`src/rtl/vram_write_queue_if.sv`:
```
// CPU-write and VRAM-drain bundle for vram_write_queue; the slave modport is the queue side.
`ifndef VRAM_ADDR_WIDTH
`define VRAM_ADDR_WIDTH 12
`endif

interface vram_write_queue_if #(
  parameter int DEPTH      = 16,
  parameter int ADDR_WIDTH = `VRAM_ADDR_WIDTH
);
  localparam int CW = $clog2(DEPTH) + 1;

  logic                  cpu_write;
  logic [ADDR_WIDTH-1:0] cpu_address;
  logic [7:0]            cpu_data;
  logic                  writable;
  logic                  overflow_clear;

  logic [ADDR_WIDTH-1:0] vram_address;
  logic [7:0]            vram_data;
  logic                  vram_write_enable;
  logic                  full;
  logic                  empty;
  logic [CW-1:0]         count;
  logic                  overflow;

  modport slave (
    input  cpu_write, cpu_address, cpu_data, writable, overflow_clear,
    output vram_address, vram_data, vram_write_enable, full, empty, count, overflow
  );

  modport master (
    output cpu_write, cpu_address, cpu_data, writable, overflow_clear,
    input  vram_address, vram_data, vram_write_enable, full, empty, count, overflow
  );
endinterface

```
`src/rtl/vram_write_queue.sv`:
```
// Buffers CPU VRAM writes and drains one per cycle while writable; 1-cycle minimum latency, no bypass.
// No backpressure to the CPU: writes arriving while full are dropped and flagged by sticky overflow.
`ifndef VRAM_ADDR_WIDTH
`define VRAM_ADDR_WIDTH 12
`endif

module vram_write_queue #(
  parameter int DEPTH      = 16,
  parameter int ADDR_WIDTH = `VRAM_ADDR_WIDTH
) (
  input logic               clk,
  input logic               rst,
  vram_write_queue_if.slave q
);
  localparam int PW = $clog2(DEPTH);
  localparam int CW = PW + 1;
  localparam int EW = ADDR_WIDTH + 8;
  localparam logic [CW-1:0] FULL_CNT = CW'(DEPTH);

  logic [EW-1:0] mem_q [DEPTH];
  logic [PW-1:0] rd_ptr_q, rd_ptr_d;
  logic [PW-1:0] wr_ptr_q, wr_ptr_d;
  logic [CW-1:0] count_q, count_d;
  logic          overflow_q, overflow_d;

  logic          full, empty;
  logic          push, pop, drop;
  logic [EW-1:0] head;

  // Full/empty come straight from the registered count, so a drop is never
  // rescued by a pop in the same cycle.
  assign full  = (count_q == FULL_CNT);
  assign empty = (count_q == '0);
  assign push  = q.cpu_write && !full;
  assign drop  = q.cpu_write && full;
  assign pop   = !empty && q.writable;
  assign head  = empty ? '0 : mem_q[rd_ptr_q];

  always_comb begin
    rd_ptr_d   = rd_ptr_q;
    wr_ptr_d   = wr_ptr_q;
    count_d    = count_q;
    overflow_d = overflow_q;
    if (push) wr_ptr_d = wr_ptr_q + 1'b1;
    if (pop)  rd_ptr_d = rd_ptr_q + 1'b1;
    case ({push, pop})
      2'b10:   count_d = count_q + 1'b1;
      2'b01:   count_d = count_q - 1'b1;
      default: count_d = count_q;
    endcase
    if (drop)                  overflow_d = 1'b1;
    else if (q.overflow_clear) overflow_d = 1'b0;
  end

  always_ff @(posedge clk or negedge rst) begin
    if (!rst) begin
      rd_ptr_q   <= '0;
      wr_ptr_q   <= '0;
      count_q    <= '0;
      overflow_q <= 1'b0;
    end else begin
      rd_ptr_q   <= rd_ptr_d;
      wr_ptr_q   <= wr_ptr_d;
      count_q    <= count_d;
      overflow_q <= overflow_d;
    end
  end

  // Storage carries no reset; stale entries are unreachable once pointers clear.
  always_ff @(posedge clk) begin
    if (push) mem_q[wr_ptr_q] <= {q.cpu_address, q.cpu_data};
  end

  assign q.vram_address      = head[EW-1:8];
  assign q.vram_data         = head[7:0];
  assign q.vram_write_enable = pop;
  assign q.full              = full;
  assign q.empty             = empty;
  assign q.count             = count_q;
  assign q.overflow          = overflow_q;

  a_count_bound: assert property (@(posedge clk) disable iff (!rst) count_q <= FULL_CNT);
  a_full_empty:  assert property (@(posedge clk) disable iff (!rst) !(full && empty));
  a_we_writable: assert property (@(posedge clk) disable iff (!rst) pop |-> q.writable);
endmodule
```
`src/flat_wrapper.sv`:
```
// flat-port wrapper written by rule: the top's interface ports become plain ports
module vram_write_queue_flat 
#(
  parameter int DEPTH      = 16,
  parameter int ADDR_WIDTH = `VRAM_ADDR_WIDTH
)
  (clk, rst, q_cpu_write, q_cpu_address, q_cpu_data, q_writable, q_overflow_clear, q_vram_address, q_vram_data, q_vram_write_enable, q_full, q_empty, q_count, q_overflow);
  vram_write_queue_if #(.DEPTH(DEPTH), .ADDR_WIDTH(ADDR_WIDTH)) q_i ();
  input logic clk;
  input logic rst;
  input wire logic [$bits(q_i.cpu_write)-1:0] q_cpu_write;
  input wire logic [$bits(q_i.cpu_address)-1:0] q_cpu_address;
  input wire logic [$bits(q_i.cpu_data)-1:0] q_cpu_data;
  input wire logic [$bits(q_i.writable)-1:0] q_writable;
  input wire logic [$bits(q_i.overflow_clear)-1:0] q_overflow_clear;
  output wire logic [$bits(q_i.vram_address)-1:0] q_vram_address;
  output wire logic [$bits(q_i.vram_data)-1:0] q_vram_data;
  output wire logic [$bits(q_i.vram_write_enable)-1:0] q_vram_write_enable;
  output wire logic [$bits(q_i.full)-1:0] q_full;
  output wire logic [$bits(q_i.empty)-1:0] q_empty;
  output wire logic [$bits(q_i.count)-1:0] q_count;
  output wire logic [$bits(q_i.overflow)-1:0] q_overflow;
  assign q_i.cpu_write = q_cpu_write;
  assign q_i.cpu_address = q_cpu_address;
  assign q_i.cpu_data = q_cpu_data;
  assign q_i.writable = q_writable;
  assign q_i.overflow_clear = q_overflow_clear;
  assign q_vram_address = q_i.vram_address;
  assign q_vram_data = q_i.vram_data;
  assign q_vram_write_enable = q_i.vram_write_enable;
  assign q_full = q_i.full;
  assign q_empty = q_i.empty;
  assign q_count = q_i.count;
  assign q_overflow = q_i.overflow;
  vram_write_queue #(.DEPTH(DEPTH), .ADDR_WIDTH(ADDR_WIDTH)) u_core (.clk(clk), .rst(rst), .q(q_i));
endmodule
```
`config.mk`:
```
export PLATFORM = sky130hd
export DESIGN_NAME = vram_write_queue_flat
export DESIGN_NICKNAME = d
export VERILOG_FILES = /design/src/rtl/vram_write_queue_if.sv /design/src/rtl/vram_write_queue.sv /design/src/flat_wrapper.sv
export SDC_FILE = /design/constraint.sdc
export NUM_CORES = 1
export LEC_CHECK = 0
export CORE_ASPECT_RATIO = 1.25
export CORE_MARGIN = 10
export CORE_UTILIZATION = 45
export CTS_CLUSTER_SIZE = 20
export DETAILED_ROUTE_END_ITERATION = 6
export PLACE_DENSITY = 0.69
export SLEW_MARGIN = 15
export SYNTH_ARGS = -nofsm -noshare
export SYNTH_HDL_FRONTEND = slang
export SYNTH_SLANG_ARGS = --single-unit
```
`constraint.sdc`:
```
create_clock -name clk -period 3.15 [get_ports clk]
set_input_delay 0.945 -clock clk [delete_from_list [all_inputs] [get_ports clk]]
set_output_delay 0.945 -clock clk [all_outputs]
set_load 0.05 [all_outputs]
```
=== Yosys cells after proc, flatten, opt, wreduce, memory -nomap -nowiden ===
Memory sizes are Yosys's and may differ from the RTL's.
Cells that the tools add are included.
W data, S select, Z words.

* Register bits: 14
* Bits in writable memories: 320
* Output and inout port bits: 29
* Word-level logic and storage cells: 26
* Memories: 1

{| class="wikitable"
|+ Memory list
! memory !! words !! width !! rd ports !! clocked after memory_dff !! wr ports !! RTL line !! source
|-
| u_core.mem_q || 16 || 20 || 1 || 0 || 1 || vram_write_queue.sv:20 || <nowiki>logic [EW-1:0] mem_q [DEPTH];</nowiki>
|}

* Add/sub/neg operators: 4
* Equal/unequal tests: 3
* Muxes and demuxes: 6
* Reduce and logical (&&, ||, !) cells: 8

{| class="wikitable"
|+ Operators with widths
! operator !! number
|-
| $mux W20 || 1
|-
| $pmux W5 S2 || 1
|-
| $add A4 B1 Y4 const B || 2
|-
| $add A5 B1 Y5 const B || 1
|-
| $eq A5 B5 Y1 const B || 1
|-
| $logic_not A5 Y1 || 1
|-
| $sub A5 B1 Y5 const B || 1
|-
| $mux W1 || 4
|-
| $reduce_bool A2 Y1 || 2
|-
| $logic_and A1 B1 Y1 || 3
|-
| $eq A2 B1 Y1 const B || 1
|-
| $eq A2 B2 Y1 const B || 1
|-
| $logic_not A1 Y1 || 2
|}

=== Depth between registers and ports, before layout ===
Gate-level depths: netlist of run 1.

* Word-level depth: 5
* Depth in mapped cells: 13
* Mapped depth without buffers: 11

=== Worst setup path before layout of run 1 ===
Ideal clock, no wire load.

* Path type: register to output
* Start point: register u_core.count_q[1] (netlist: u_core.q.count[1])
* End point: output q_vram_address[10]
* Arrival: 2660 ps
* Data required time: 2205 ps
* Slack: -455 ps
* Stages on the path, launching flop included: 7
* Buffers on the path: 2
* Path through: dfrtp_1 > buf_2 > nor4_4 > nand2_1 > inv_1 > buf_2 > o31ai_1

* Cells in the longest elaborated chain, start to end: 2

{| class="wikitable"
|+ Ends and longest elaborated chain
! what !! RTL line !! source
|-
| start: declaration || vram_write_queue.sv:23 || <nowiki>logic [CW-1:0] count_q, count_d;</nowiki>
|-
| start signal: assignment || vram_write_queue.sv:64 || <nowiki>count_q <= count_d;</nowiki>
|-
| $logic_not A5 Y1 || vram_write_queue.sv:33 || <nowiki>assign empty = (count_q == '0);</nowiki>
|-
| named net q_empty || flat_wrapper.sv:20 || <nowiki>output wire logic [$bits(q_i.empty)-1:0] q_empty;</nowiki>
|-
| $mux W20 || vram_write_queue.sv:37 || <nowiki>assign head = empty ? '0 : mem_q[rd_ptr_q];</nowiki>
|-
| end: declaration || flat_wrapper.sv:16 || <nowiki>output wire logic [$bits(q_i.vram_address)-1:0] q_vram_address;</nowiki>
|}

The timed path passes the listed nets, and every way through them passes these cells.

=== Worst setup path after layout of run 1 ===
* Start point: register u_core.rd_ptr_q[1]
* End point: output q_vram_data[2]

* Cells in the longest elaborated chain, start to end: 2

{| class="wikitable"
|+ Ends and longest elaborated chain
! what !! RTL line !! source
|-
| start: declaration || vram_write_queue.sv:21 || <nowiki>logic [PW-1:0] rd_ptr_q, rd_ptr_d;</nowiki>
|-
| start signal: assignment || vram_write_queue.sv:62 || <nowiki>rd_ptr_q <= rd_ptr_d;</nowiki>
|-
| $mem_v2 Z16 W20 || -- ||
|-
| $mux W20 || vram_write_queue.sv:37 ||
|-
| end: declaration || flat_wrapper.sv:17 || <nowiki>output wire logic [$bits(q_i.vram_data)-1:0] q_vram_data;</nowiki>
|}

No other way between the ends.

==> summary.md, run 1 <==
| Metric | Value |
|---|---|
| Outcome | complete, but fails checks |
| Failing checks | negative setup slack |
| Layout area overhead | 25.1% |
| Maximum VDD drop | 566 µV |
| Final TNS setup | -2920 ps |
| WL per Instance | 26.2 µm |
| Share of post-route cells with drive strength above 1 | 0.416 |
| FMAX | 300 MHz |
| Synth Area per Inst | 22.0 µm² |
| Initial antenna violation count | 1 |
| Reg-to-reg critical path endpoint | u_core.q.count[2] |
| Post-Synthesis Cells | 593 |
| Clk sink count | 334 |
| Most frequent cell after synthesis | edfxtp_1 |
| Min-Delay Path Class | flop to flop |
| R2R cell count | 12 |
| CP Capture Type | primary output |
| CP required | 2200 ps |
| # fillers | 2011 |
| Root buffer cell | clkbuf_16 |
| Static Leak | 5.32 nW |
| CORE AREA | 28500 µm² |
| Number of port buffers | 53 |
| Largest net degree at the start of global routing | 22 |
| R2R Path Start | u_core.q.count[2] |
| CTS buffer count | 31 |
| Grt total ovfl | 0 |
| Number of vias per cell | 5.76 |
| Worst-Margin Slew | 669 ps |
| ANT nets after route | 0 |
| Period minus WS final | 3340 ps |
| Async set or reset register ratio after synthesis | 0.0419 |
| Residual DRC count | 0 |
| Startpoint type of the worst setup path | flop |
| Critical path class | flop to primary output |
| Setup slack after layout | -186 ps |
| Syn Std Cell Area | 13000 µm² |
| Sequential Area | 9970 µm² |
| Seq/Total Area, Yosys | 0.764 |
| Clock skew | 8.63 ps |
| Ranking of synthesized cells by area | edfxtp_1 (74%), mux4_2 (14%), dfrtp_1 (2.7%) |
| Slew headroom | 0.552 |
| Dominant synthesized flop cell | edfxtp_1 |
| RSZ-0062 raised after global routing | true |
| First-pass GRT wire length | 43500 µm |
| Clock transition at path regs | 60 ps |
| Startpoint of the worst hold path | u_core.q.overflow |
| Max-slew violation count | 0 |
| Synth cell count leaders | edfxtp_1 (320), mux4_2 (80), o31ai_1 (21) |
| Yosys top cell area share | 0.737 |
| CP Data Arrival Time | 2390 ps |
| Die area | 36200 µm² |
| Clock buffer depth | 3 |
| Ys Warns | 0 |
| Chip height | 210 µm |
| CTS Hold Bufs | 0 |
| Via Count | 6343 |
| Initial DRT Pass Iterations | 4 |
| Placed cell areas | 14600 µm² |
| DPL Wire Length | 16800 µm |
| Hold path depth | 1 |
| Synth cell types | 33 |
| Setup Viol. Count Final | 20 |
| Post-Syn Nets | 626 |
| Multi-input combinational cell area | 3280 µm² |
| TritonCTS clock tree | built |
| Hold worst-path end | u_core.q.overflow |
| Yosys reg bits | 334 |
| Crit-path max FO | 8 |
| R2r setup slk | 570 ps |
| Total Routing Usage GR | 0.160 |
| Num ports | 54 |
| Htree depth | 1 |
| Vias in the first global route | 6943 |
| Leading area contributor after synthesis | edfxtp_1 |
| Finished Cell Area | 16300 µm² |
| RePlAce Congestion | 0.818 |
| Max-cap violations | 0 |
| Initial core utilization | 0.458 |
| Final Hold Viols | 0 |
| Final period utilization | 1.06 |
| Detailed Route WL | 28800 µm |
| Iter 0 DRT Violations | 509 |
| Row count | 69 |
| DIE WIDTH | 172 µm |
| Worst skew pair latency | 560 ps |
| Fin nets | 754 |
| Number of flops mapped to enable cells by yosys | 320 |
| Pwr/cell area | 1010 nW/µm² |
[layout make-up]
cell class,instances,share of cell area
tap,355,0.0272
inverter,8,0.00199
clock inverter,22,0.0137
antenna,1,0.000153
multi-input combinational,217,0.201
sequential,334,0.611
clock buffer,35,0.0485
timing repair buffer,129,0.0959
[metal layers]
layer	global-route usage	wire length [µm]
met2	0.283	15600
met3	0.0251	1390
met5	0	0
met1	0.193	11000
met4	0.0581	888
[placed cells by master (no fill, tap or decap), types with 4 or more instances in the layout]
master,count
clkinv_2,11
mux2i_1,6
clkdlybuf4s50_1,30
clkbuf_16,32
mux2i_2,8
buf_4,41
a21oi_1,5
mux2i_4,6
xor2_1,4
buf_16,4
mux4_2,80
bufinv_16,4
nand2_1,9
buf_6,27
dfrtp_1,9
a22oi_2,20
nor2_2,12
nor3_4,4
inv_1,7
edfxtp_1,320
o31ai_2,9
o31ai_4,9
ha_1,8
clkbuf_1,4
xnor2_1,9
buf_12,22
[state kept, by name, summed over array words and instances (netlist names)]
| register | cells |
|---|---|
| u_core.wr_ptr_q | 4 |
| u_core.q.count | 5 |
| u_core.q.overflow | 1 |
| u_core.mem_q | 320 |
| u_core.rd_ptr_q | 4 |
[where the power goes]
part	total (mW)	leakage [nW]	internal, mW	switching, mW
registers	5.70	3.05	5.39	0.310
clock network	3.72	0.502	2.13	1.59
logic	7.01	1.77	3.22	3.79
[timing repair]
item / in CTS / in global routing
buffers inserted: 13 / 6
pin swaps: 8 / 12
resized for setup: 70 / 30
cloned: 6 / 1
setup endpoints to repair: 21 / 21
[critical path, cell delays in order, from the launching register on]
cell and delay (ps):
dfrtp_4 490, buf_12 190, buf_12 150, mux4_2 510
mux2i_2 180, o31ai_2 110, buf_6 190
[how the worst max path moves through the flow]
stage                             startpoint           endpoint  slack [ps]  depth (start not counted)
final                     u_core.rd_ptr_q[1]     q_vram_data[2]        -190                          6
after global routing      u_core.rd_ptr_q[1]     q_vram_data[2]        -260                          6
after CTS                 u_core.rd_ptr_q[1]     q_vram_data[4]        -250                          6
after detailed placement   u_core.q.count[2]  q_vram_address[9]         200                          6
after global placement            q_writable  u_core.q.count[4]         220                          9
after floorplan            u_core.q.count[1]  q_vram_address[0]        -340                          6
[kinds of logic (layout without fill, tap and decap cells)]
kind of cell / after synthesis / in the layout / share of synthesized area
compound gates: 54 / 54 / 0.0298
buf+inv: 42 / 194 / 0.0191
flops: 334 / 334 / 0.764
other cells: 0 / 1 / 0
simple gates: 40 / 40 / 0.0154
fa+ha+maj: 8 / 8 / 0.00768
mux: 102 / 102 / 0.155
xor+xnor: 13 / 13 / 0.00873
[through the flow]
| stage | setup slack [ps] | power [mW] | hold slack (ps) | util | std cells |
|---|---|---|---|---|---|
| final | -186 | 16.4 | 526 | 0.573 | 1101 |
| after global routing | -260 | 17.1 | 552 | 0.573 | 1101 |
| after CTS | -247 | 16.4 | 527 | 0.568 | 1096 |
| after detailed placement | 203 | 11.6 | 512 | 0.512 | 1020 |
| after global placement | 219 | 11.5 | 494 | 0.512 | 1020 |
| after floorplan | -336 | 9.75 | 574 | - | 593 |
(Power assumes the default switching activity.)
==> run 2: changes to the inputs <==
CORE_MARGIN = 4   (was 10)
CTS_CLUSTER_DIAMETER = 50   (was unset)
==> summary.md, run 2 (synthesis gave the netlist of run 1 again) <==
| Metric | Value |
|---|---|
| Clock skew | 7.87 ps |
| Htree depth | 1 |
| Iter 0 DRT Violations | 477 |
| Largest stage delay, worst path | 570 ps |
| Vias in the first global route | 6718 |
| Static Leak | 5.18 nW |
| Residual DRC count | 0 |
| Hold worst-path end | u_core.q.overflow |
| CP max stage cell | dfrtp_4 |
| Critical path cell sequence | buf_6, buf_8, mux4_2, mux2i_1, o31ai_2, buf_6 |
| Number of flip-flops in the largest register | 320 |
| Total Routing Usage GR | 0.176 |
| CP Data Arrival Time | 2370 ps |
| RSZ-0062 raised after global routing | true |
| Number of port buffers | 53 |
| Setup slack after layout | -162 ps |
| Maximum VDD drop | 560 µV |
| Reg-to-reg critical path endpoint | u_core.q.count[2] |
| Clock buffer depth | 3 |
| Clk sink count | 334 |
| Chip height | 198 µm |
| Pre-CTS setup slack | 134 ps |
| R2r setup slk | 560 ps |
| R2R cell count | 12 |
| Fin nets | 746 |
| Root buffer cell | clkbuf_16 |
| Post-Layout Cell Count | 1086 |
| Finished Cell Area | 15900 µm² |
| Final Hold Viols | 0 |
| Period minus WS final | 3310 ps |
| Initial DRT Pass Iterations | 4 |
| Max-cap violations | 0 |
| Grt total ovfl | 0 |
| Final period utilization | 1.05 |
| Crit-path max FO | 6 |
| Detailed Route WL | 27500 µm |
| R2R Path Start | u_core.q.count[2] |
| CTS buffer count | 26 |
| Initial core utilization | 0.458 |
| Outcome | complete, but fails checks |
| Most frequent cells in the layout | edfxtp_1 (320), mux4_2 (80), buf_4 (50), clkdlybuf4s50_1 (30), clkbuf_16 (26) |
| CTS Hold Bufs | 0 |
| CORE AREA | 28500 µm² |
| Max-slew violation count | 0 |
| Num ports | 54 |
| First-pass GRT wire length | 41900 µm |
| Via Count | 6226 |
| Slew headroom | 0.544 |
| Largest net degree at the start of global routing | 29 |
| Setup Viol. Count Final | 20 |
| CP required | 2200 ps |
| ANT nets after route | 0 |
| DIE WIDTH | 160 µm |
| Worst skew pair latency | 540 ps |
| Most common cell after layout, fill and taps aside | edfxtp_1 |
| Startpoint of the worst hold path | u_core.q.overflow |
| Initial antenna violation count | 1 |
| Hold path depth | 1 |
| Placed insts | 1013 |
| CP Capture Type | primary output |
| Share of post-route cells with drive strength above 1 | 0.402 |
| RePlAce Congestion | 0.769 |
| Worst-Margin Slew | 682 ps |
| Critical path class | flop to primary output |
| DPL Wire Length | 16000 µm |
| Row count | 69 |
| Placed cell areas | 14500 µm² |
| Clock transition at path regs | 70 ps |
| Failing checks | negative setup slack |
| Pwr/cell area | 984 nW/µm² |
| Ant diodes | 0 |
| Layout area overhead | 22.3% |
| Most used cell along the critical path | buf_6 |
| Number of vias per cell | 5.73 |
| FMAX | 302 MHz |
| WL per Instance | 25.4 µm |
| Die area | 31800 µm² |
| Top reg by flops | u_core.mem_q |
| TritonCTS clock tree | built |
| Startpoint type of the worst setup path | flop |
| Min-Delay Path Class | flop to flop |
## run 2: changes by cell type in the layout (fill, tap and decap cells not counted), sizes merged
cell,previous run,this run
clkbuf,36,26
buf,97,96
inv,9,17
bufbuf,1,0
bufinv,4,2
diode,1,0
clkinv,15,7
## run 2: worst max-delay path, delay by kind of cell (launching register included)
kind | cells | cell delay [ps]
buffers and inverters | 3 | 510
DFF | 1 | 570
muxes | 2 | 390
AOI/OAI and AO/OA | 1 | 350
## run 2: layer usage
| metal | up-vias | wire length (µm) | global-route usage |
|---|---|---|---|
| li1 | 2726 | - | - |
| met1 | 3295 | 10600 | 0.218 |
| met2 | 170 | 15200 | 0.331 |
| met3 | 33 | 1240 | 0.0239 |
| met4 | 2 | 425 | 0.0360 |
| met5 | - | 13 | 0 |
## run 2: timing repair
item,in CTS,in global routing
pin swaps,15,8
cloned,2,0
setup buffers,24,3
resized for setup,55,16
endpoints found under the setup margin,21,21
## run 2: final cells by class
class                      count  area (µm²)
fill                        2074       12500
multi-input combinational    217        3210
inverter                       8        30.0
tap                          355         444
clock buffer                  26         651
timing repair buffer         126        1410
sequential                   334        9970
clock inverter                20         230
## run 2: how the worst max path moves through the flow
stage,start,endpoint,slack (ps),depth (start not counted)
2_1_floorplan,u_core.q.count[1],q_vram_address[0],-340,6
3_3_place_gp,u_core.rd_ptr_q[0],q_vram_address[8],170,5
4_1_cts,u_core.rd_ptr_q[1],q_vram_address[11],-220,6
3_5_place_dp,q_cpu_write,u_core.q.count[2],130,10
5_1_grt,u_core.rd_ptr_q[1],q_vram_address[11],-230,6
6_report,u_core.rd_ptr_q[1],q_vram_address[11],-160,6
## run 2: power breakdown
group	switching, mW	internal [mW]	leakage (nW)
Combinational	3.65	3.00	1.71
Clock	1.59	1.75	0.427
Sequential	0.318	5.39	3.05
## run 2: through the flow
stage / utilization / hold slack, ps / total power, mW / TNS, ps
after detailed placement: 0.509 / 513 / 11.5 / 0
after floorplan: - / 574 / 9.75 / -3650
after global placement: 0.509 / 494 / 11.4 / 0
final: 0.560 / 530 / 15.7 / -2260
after global routing: 0.560 / 569 / 16.4 / -3830
after CTS: 0.558 / 534 / 15.8 / -3000
==> run 3: changes to the inputs <==
==> constraint.sdc (replaced) <==
create_clock -name clk -period 3.15 [get_ports clk]
set_input_delay 0.63 -clock clk [delete_from_list [all_inputs] [get_ports clk]]
set_output_delay 0.63 -clock clk [all_outputs]
set_load 0.05 [all_outputs]
==> summary.md, run 3 (synthesis gave the netlist of run 1 again) <==
| Metric | Value |
|---|---|
| Outcome | complete, but fails checks |
| Failing checks | negative setup slack |
| Fin nets | 730 |
| Static Leak | 5.07 nW |
| Period minus WS final | 3150 ps |
| Most frequent cells in the layout | edfxtp_1 (320), mux4_2 (80), buf_4 (45), clkdlybuf4s50_1 (31), buf_12 (29) |
| Critical path class | flop to primary output |
| Clock transition at path regs | 70 ps |
| Vias in the first global route | 6532 |
| Min-Delay Path Class | input pin to async pin |
| Clk sink count | 334 |
| Setup Viol. Count Final | 1 |
| WL per Instance | 25.7 µm |
| Residual DRC count | 0 |
| Power Total | 15.2 mW |
| Detailed Route WL | 27400 µm |
| CORE AREA | 28500 µm² |
| CP Data Arrival Time | 2520 ps |
| CTS Hold Bufs | 0 |
| Root buffer cell | clkbuf_16 |
| Setup slack after layout | -4.27 ps |
| Maximum VDD drop | 741 µV |
| Pwr/cell area | 973 nW/µm² |
| Worst skew pair latency | 530 ps |
| FMAX | 317 MHz |
| Layout area overhead | 19.5% |
| Row count | 69 |
| Number of flip-flops in the largest register | 320 |
| Max-cap violations | 0 |
| Total Routing Usage GR | 0.170 |
| DIE WIDTH | 160 µm |
| Max-slew violation count | 0 |
| CTS buffer count | 25 |
| CP Capture Type | primary output |
| Layout Utilization | 0.547 |
| Placed insts | 1006 |
| Chip height | 198 µm |
| First-pass GRT wire length | 40700 µm |
| RSZ-0062 raised after global routing | true |
| Num ports | 54 |
| Most common cell after layout, fill and taps aside | edfxtp_1 |
| Ant diodes | 0 |
| Worst-Margin Slew | 683 ps |
| Clock skew | 16.1 ps |
| Final Hold Viols | 0 |
| Finished Cell Area | 15600 µm² |
| Crit-path max FO | 10 |
| RePlAce Congestion | 0.791 |
| Share of post-route cells with drive strength above 1 | 0.343 |
| Largest net degree at the start of global routing | 44 |
| TritonCTS clock tree | built |
| Number of port buffers | 53 |
| ANT nets after route | 0 |
| Number of vias per cell | 5.88 |
| DPL Wire Length | 16000 µm |
| Initial antenna violation count | 0 |
| Grt total ovfl | 0 |
| Via Count | 6276 |
| Htree depth | 1 |
| Clock buffer depth | 3 |
| Initial DRT Pass Iterations | 5 |
| Hold slack | 517 ps |
| Die area | 31800 µm² |
| Initial core utilization | 0.458 |
| Post-Layout Cell Count | 1067 |
| Top reg by flops | u_core.mem_q |
| Startpoint type of the worst setup path | flop |
| Iter 0 DRT Violations | 396 |
| Final period utilization | 1.00 |
| Slew headroom | 0.543 |
| CP required | 2520 ps |
| Placed cell areas | 14500 µm² |
run 3: cell type report:
type	instances	area, µm²
Fill cell	2109	12900
Sequential cell	334	9970
Multi-Input combinational cell	217	3010
Timing Repair Buffer	111	1360
Clock buffer	26	629
Tap cell	355	444
Clock inverter	16	139
Inverter	8	33.8
run 3: stage by stage:
| step | TNS [ps] | worst slack, ps |
|---|---|---|
| after floorplan | -1260 | -140 |
| after global placement | 0 | 270 |
| after detailed placement | 0 | 191 |
| after CTS | -3.02 | -3.02 |
| after global routing | -214 | -78.4 |
| final | -4.27 | -4.27 |
run 3: worst paths after layout:
kind | startpoint | to | slack (ps) | cells past startpoint
max | u_core.q.count[0] | q_vram_address[5] | -4 | 7
min | rst | u_core.q.overflow | 520 | 1
max reg2reg | u_core.q.count[2] | u_core.q.count[2] | 310 | 12
min reg2reg | u_core.q.overflow | u_core.q.overflow | 520 | 1
max in group asynchronous | rst | u_core.rd_ptr_q[0] | 2120 | 1
min in group clk | u_core.q.overflow | u_core.q.overflow | 520 | 1
run 3: routing by layer:
layer  vias to the layer above  wire [µm]  share of wire  track usage
li1                       2692          -              -            -
met1                      3343      10500           0.38        0.220
met2                       204      15000           0.55        0.309
met3                        37       1420          0.052       0.0196
met4                         0        495          0.018       0.0437
met5                         -          0              0            0
run 3: what timing repair did:
action,CTS,global route
cloned,0,2
setup buffers,11,6
gates resized for setup,8,11
setup endpoints to repair,22,14
pin swaps,2,0
run 3: power breakdown:
group | total [mW] | switching [mW] | internal (mW)
combinational | 6.45 | 3.49 | 2.96
sequential | 5.68 | 0.291 | 5.39
clock | 3.03 | 1.53 | 1.51
run 3: worst max-delay path, cell delays in order, from the launching register on:
cell	delay (ps)
dfrtp_1	500
nor4_4	70
buf_4	170
nand2_1	170
clkinvlp_4	120
buf_4	200
o31ai_1	550
buf_12	210
==> edit 1 (config.mk and constraints of run 2) <==
`DEPTH` is set to 16 in 3 places; all go to 32.
--- a/src/rtl/vram_write_queue_if.sv
+++ b/src/rtl/vram_write_queue_if.sv
@@ -4,7 +4,7 @@
 `endif
 
 interface vram_write_queue_if #(
-  parameter int DEPTH      = 16,
+  parameter int DEPTH      = 32,
   parameter int ADDR_WIDTH = `VRAM_ADDR_WIDTH
 );
   localparam int CW = $clog2(DEPTH) + 1;
--- a/src/rtl/vram_write_queue.sv
+++ b/src/rtl/vram_write_queue.sv
@@ -5,7 +5,7 @@
 `endif
 
 module vram_write_queue #(
-  parameter int DEPTH      = 16,
+  parameter int DEPTH      = 32,
   parameter int ADDR_WIDTH = `VRAM_ADDR_WIDTH
 ) (
   input logic               clk,
--- a/src/flat_wrapper.sv
+++ b/src/flat_wrapper.sv
@@ -1,7 +1,7 @@
 // flat-port wrapper written by rule: the top's interface ports become plain ports
 module vram_write_queue_flat 
 #(
-  parameter int DEPTH      = 16,
+  parameter int DEPTH      = 32,
   parameter int ADDR_WIDTH = `VRAM_ADDR_WIDTH
 )
   (clk, rst, q_cpu_write, q_cpu_address, q_cpu_data, q_writable, q_overflow_clear, q_vram_address, q_vram_data, q_vram_write_enable, q_full, q_empty, q_count, q_overflow);
Interface: changed (resized q_count); port bits go from 54 to 55. The function was not compared with the original's and may differ.
==> edit 1 against run 2 <==
- the flow still finishes with violations (setup timing)
- critical path type unchanged
- critical endpoint is now q_vram_data[4]
- synthesized cell count rose by 120%
- largest power group unchanged
- synthesized area rose by 96%
- via count rose by 110%
- power rose by 80%
- wire length rose by 120%
- combinational power rose by 87%
- count of clock-buffer cells in the layout rose by 26
- global-route usage rose by 1.7 points
- sequential power rose by 86%
- cell area rose by 94%
- worst setup slack got worse by 0.44 ns
- sequential cell count rose by 323
- clock power rose by 57%
==> edit 1: results (changes against run 2) <==
- Post-synth EDFFs: 640 (+100%)
- Final setup vio count: 20 (unchanged)
- Initial antenna violation count: 0 (-1)
- Worst EP arrival: 2.80 ns (+0.43 ns)
- Adder-cell share of the synthesized area: 0.391% (-0.38 points)
- Wire per inst: 26.5 um (+4.6%)
- Seq/Total Area, Yosys: 76.7% (+0.31 points)
- Run status: complete, but fails checks
- Worst setup slack after layout: -0.600 ns (-0.437 ns)
- FILL cells: 4133 (+99%)
- Most frequent cells after synthesis: 640 x edfxtp_1, 101 x mux4_2, 99 x mux2i_1, 62 x a211oi_1, 48 x nand2_1
- M1 WL: 23.3 mm (+120%)
- Htree depth: 2 (+1)
- Pin count of the biggest net entering global routing: 41 (+41%)
- Nets: 1526 (+100%)
- TritonCTS buffer count: 40 (+54%)
- Post-synthesis xor/xnor area fraction: 0.513% (-0.36 points)
- Dpl cell area: 0.0286 mm^2 (+97%)
- Sw Pwr: 9.95 mW (+79%)
- Max reg flops: 640 (+100%)
- R2R setup slack: 0.28 ns (-0.28 ns)
- Min-Delay Path Depth: 2 (+1)
- Initial DRT Pass Iterations: 5 (+1)
- Leakage: 10.0 nW (+93%)
- Met1 usage: 24.9% (+3.2 points)
- Post-synthesis average cell area: 19.7 um^2 (-10%)
- Highest routed layer: met4
- Flop pwr share: 37.5% (+1.1 points)
- Placer congestion estimate: 0.785 (+2.1%)
- Combinational power: 12.4 mW (+87%)
- DR vias/cell: 5.87 (+2.3%)
- DR vias: 13200 (+110%)
- Violated checks: setup timing
- Layout cells sized above 1: 33.2% (-7.0 points)
- Slowest stage delay, CP: 0.54 ns (-0.03 ns)
- Hpwl dp: 35.8 mm (+120%)
- DR WL met2: 31.2 mm (+100%)
- Mapped Nets: 1330 (+110%)
- CP max stage cell: mux4_2
- Compound-Gate Fraction of Synth Area: 5.00% (+2.0 points)
- Post-route cell area: 0.0309 mm^2 (+94%)
- Met3 Resource Use GR: 2.97% (+0.57 points)
- R2r worst-path depth: 13 (+1)
- Final hold slack: 0.533 ns (+0.00330 ns)
- Synth top area cells: edfxtp_1 75%, mux4_2 8.9%, mux2i_1 3.9%
## edit 1: stage by stage
step	TNS, ns	total power, mW
2_1_floorplan	-3.04	17.2
3_3_place_gp	-1.38	21.1
3_5_place_dp	-2.72	21.3
4_1_cts	-11.98	27.8
5_1_grt	-12.73	29.3
6_report	-10.84	28.3
## edit 1: how the worst max path moves through the flow
stage / from / endpoint / cells past startpoint
after floorplan: u_core.rd_ptr_q[0]$_DFFE_PN0P_ / q_vram_data[0] / 8
after global placement: u_core.rd_ptr_q[0]$_DFFE_PN0P_ / q_vram_address[9] / 7
after detailed placement: u_core.rd_ptr_q[0]$_DFFE_PN0P_ / q_vram_data[4] / 9
after CTS: u_core.rd_ptr_q[0]$_DFFE_PN0P_ / q_vram_address[1] / 9
after global routing: u_core.rd_ptr_q[0]$_DFFE_PN0P_ / q_vram_data[1] / 8
final: u_core.rd_ptr_q[0]$_DFFE_PN0P_ / q_vram_data[4] / 8
## edit 1: kinds of logic (layout without fill, tap and decap cells)
logic type                 after synthesis  in the layout
DFF                                    657            657
muxes                                  203            203
AOI/OAI and AO/OA                      190            190
and+or+nand+nor                        136            136
buffers and inverters                   88            304
xor gates and xnor gates                15             15
adders and majority gates                8              8
## edit 1: cell type report
| cell class | count | area [um^2] | area share (%) |
|---|---|---|---|
| multi-input combinational | 552 | 6300 | 20.4 |
| clock inverter | 10 | 97.6 | 0.315 |
| tap | 742 | 928 | 3.00 |
| sequential | 657 | 19700 | 63.5 |
| clock buffer | 52 | 1100 | 3.55 |
| timing repair buffer | 237 | 2840 | 9.16 |
| inverter | 5 | 21.3 | 0.0688 |
## edit 1: what timing repair did
item	4_1_cts	5_1_grt
cloned	4	3
endpoints found under the setup margin	21	22
pin swaps	33	30
buffers inserted	24	5
gates resized for setup	107	48
==> edit 2 (flow settings as in run 2) <==
Without the edit above. Reset style: synchronous (`rst`), changed in one clocked block.
--- a/src/rtl/vram_write_queue.sv
+++ b/src/rtl/vram_write_queue.sv
@@ -52,7 +52,7 @@
     else if (q.overflow_clear) overflow_d = 1'b0;
   end
 
-  always_ff @(posedge clk or negedge rst) begin
+  always_ff @(posedge clk) begin
     if (!rst) begin
       rd_ptr_q   <= '0;
       wr_ptr_q   <= '0;
Behaviour: differs if rst is asserted again (counterexample within 4 cycles, from zero or initial values and one cycle with rst low); with rst held inactive, the same outputs for 4 cycles.
==> edit 2 against run 2 <==
- the run still ends with setup timing left
- combinational power shrank 29%
- cell area increased by 0.92%
- die area grew 0.74%
- power decreased by 15%
- clock power is 1% higher
- synthesized area grew 0.78%
- sequential cell count grew 4
- wire length rose by 0.33%
- count of clock-buffer cells in the layout increased by 1
- synthesized cell count shrank 0.51%
- worst setup slack got worse by 0.26 ns
==> edit 2: results (changes against run 2) <==
- Most frequent cells after synthesis: 320 x edfxtp_1, 100 x mux4_2, 29 x nor2b_1, 20 x clkbuf_1, 18 x dfxtp_1
- Met2 usage: 31.8% (-1.3 points)
- Adder-cell share of the synthesized area: 0.667% (-0.10 points)
- Dpl cell area: 0.0147 mm^2 (+1.3%)
- Placer congestion estimate: 0.822 (+6.9%)
- Worst EP arrival: 2.63 ns (+0.26 ns)
- CTS max path bufs: 3 (unchanged)
- R2r worst-path depth: 11 (-1)
- Violated checks: setup timing
- Worst-path clk slew: 0.07 ns (about the same)
- Worst setup slack after layout: -0.421 ns (-0.258 ns)
- Initial DRT Pass Iterations: 5 (+1)
- DR vias/cell: 5.61 (-2.1%)
- TritonCTS buffer count: 27 (+3.8%)
- Critical Path End: q_vram_data[2]
- Highest routed layer: met4
- Final hold slack: 0.591 ns (+0.0612 ns)
- DR iter-0 viols: 605 (+27%)
- Post-synthesis async set-or-reset flop share: 0% (-4.2 points)
- Clock Skew: 0.0102 ns (+0.00228 ns)
- Met3 routed WL: 1.38 mm (+11%)
- Hpwl dp: 15.8 mm (-1.2%)
- Nets: 739 (-0.94%)
- CP max stage cell: mux4_2
- Layout cells sized above 1: 37.2% (-3.1 points)
- Compound-Gate Fraction of Synth Area: 0.552% (-2.4 points)
- Min-Delay Path Depth: 2 (+1)
- Run status: complete, but fails checks
- GR Util All Layers: 17.5% (-0.10 points)
- Met1 usage: 23.0% (+1.2 points)
- Peak VDD IR: 0.684 mV (+22%)
- Final setup vio count: 20 (unchanged)
- Initial antenna violation count: 0 (-1)
- Worst Tran Pin Value: 0.590 ns (-0.0919 ns)
- Seq/Total Area, Yosys: 75.9% (-0.51 points)
- Reg-to-Reg End: u_core.q.count[4]$_SDFFE_PN0P_
- RR Startpoint: u_core.q.count[3]$_SDFFE_PN0P_
- Hold path startpoint: u_core.rd_ptr_q[3]$_SDFFE_PN0P_
- M1 WL: 11.0 mm (+3.4%)
- Multiplexer share of the synthesized area: 17.5% (+2.0 points)
- Mapped Nets: 622 (-0.64%)
- Antenna diodes: 0 (unchanged)
- Worst min path class: reg -> reg
- Crit path max-delay family: multiplexers
- Met3 Resource Use GR: 2.40% (+0.0098 points)
- Pin count of the biggest net entering global routing: 47 (+62%)
- DR WL met2: 15.0 mm (-1.6%)
- Synth top area cells: edfxtp_1 73%, mux4_2 17%, dfxtp_1 2.7%
- Slowest stage delay, CP: 0.51 ns (-0.06 ns)
- Vias in the first global route: 6569 (-2.2%)
- R2R setup slack: 0.51 ns (-0.05 ns)
- Post-synthesis xor/xnor area fraction: 0.600% (-0.27 points)
- CP Class: reg -> out
- CP max FO: 8 (+2)
- Htree depth: 1 (unchanged)
- Netlist cell types: 34 (+3.0%)
- First-pass GRT wire length: 41.9 mm (about the same)
- Wire per inst: 24.8 um (-2.2%)
- Leakage: 5.07 nW (-2.1%)
==> edit 2: layout make-up <==
type,instances,area [um^2]
Clock buffer,27,676
Fill cell,2055,12500
Clock inverter,19,211
Timing Repair Buffer,118,1530
Inverter,4,15.0
Multi-Input combinational cell,218,3190
Tap cell,390,488
Sequential cell,338,9980
==> edit 2: power by group <==
part / internal (mW) / leakage (nW) / total, mW / switching (mW)
combinational: 2.16 / 1.61 / 4.73 / 2.56
clock: 1.73 / 0.422 / 3.38 / 1.65
sequential: 5.11 / 3.04 / 5.25 / 0.132
total: 9.00 / 5.07 / 13.3 / 4.34
==> edit 2: cell families (layout without fill, tap and decap cells) <==
kind of cell,after synthesis,after routing
AOI/OAI and AO/OA,11,11
xor gates and xnor gates,9,9
adders and majority gates,7,7
buffers and inverters,34,168
DFF,338,338
muxes,105,105
and+or+nand+nor,86,86
==> edit 2: stage by stage <==
step | setup slack, ns | total power, mW | std cells | setup TNS (ns)
floorplan | -0.245 | 7.98 | 590 | -0.245
global placement | -0.0132 | 9.31 | 1053 | -0.0132
detailed placement | -0.142 | 9.39 | 1053 | -0.145
CTS | -0.414 | 13.4 | 1113 | -7.39
global route | -0.491 | 13.9 | 1114 | -8.53
finish | -0.421 | 13.3 | 1114 | -7.05
==> edit 2: worst register-to-register path: cells and delay by family, from the launching register on <==
kind | cells | cell delay, ns
AOI/OAI and AO/OA | 2 | 0.18
muxes | 1 | 0.30
and+or+nand+nor | 3 | 0.79
adders and majority gates | 2 | 0.43
DFF | 1 | 0.41
buffers and inverters | 2 | 0.26
xor gates and xnor gates | 1 | 0.16
==> edit 2: timing repair <==
| item | in CTS | in global routing |
|---|---|---|
| cloned | 6 | 2 |
| setup endpoints to repair | 21 | 20 |
| setup buffers | 8 | 0 |
| gates resized for setup | 56 | 4 |
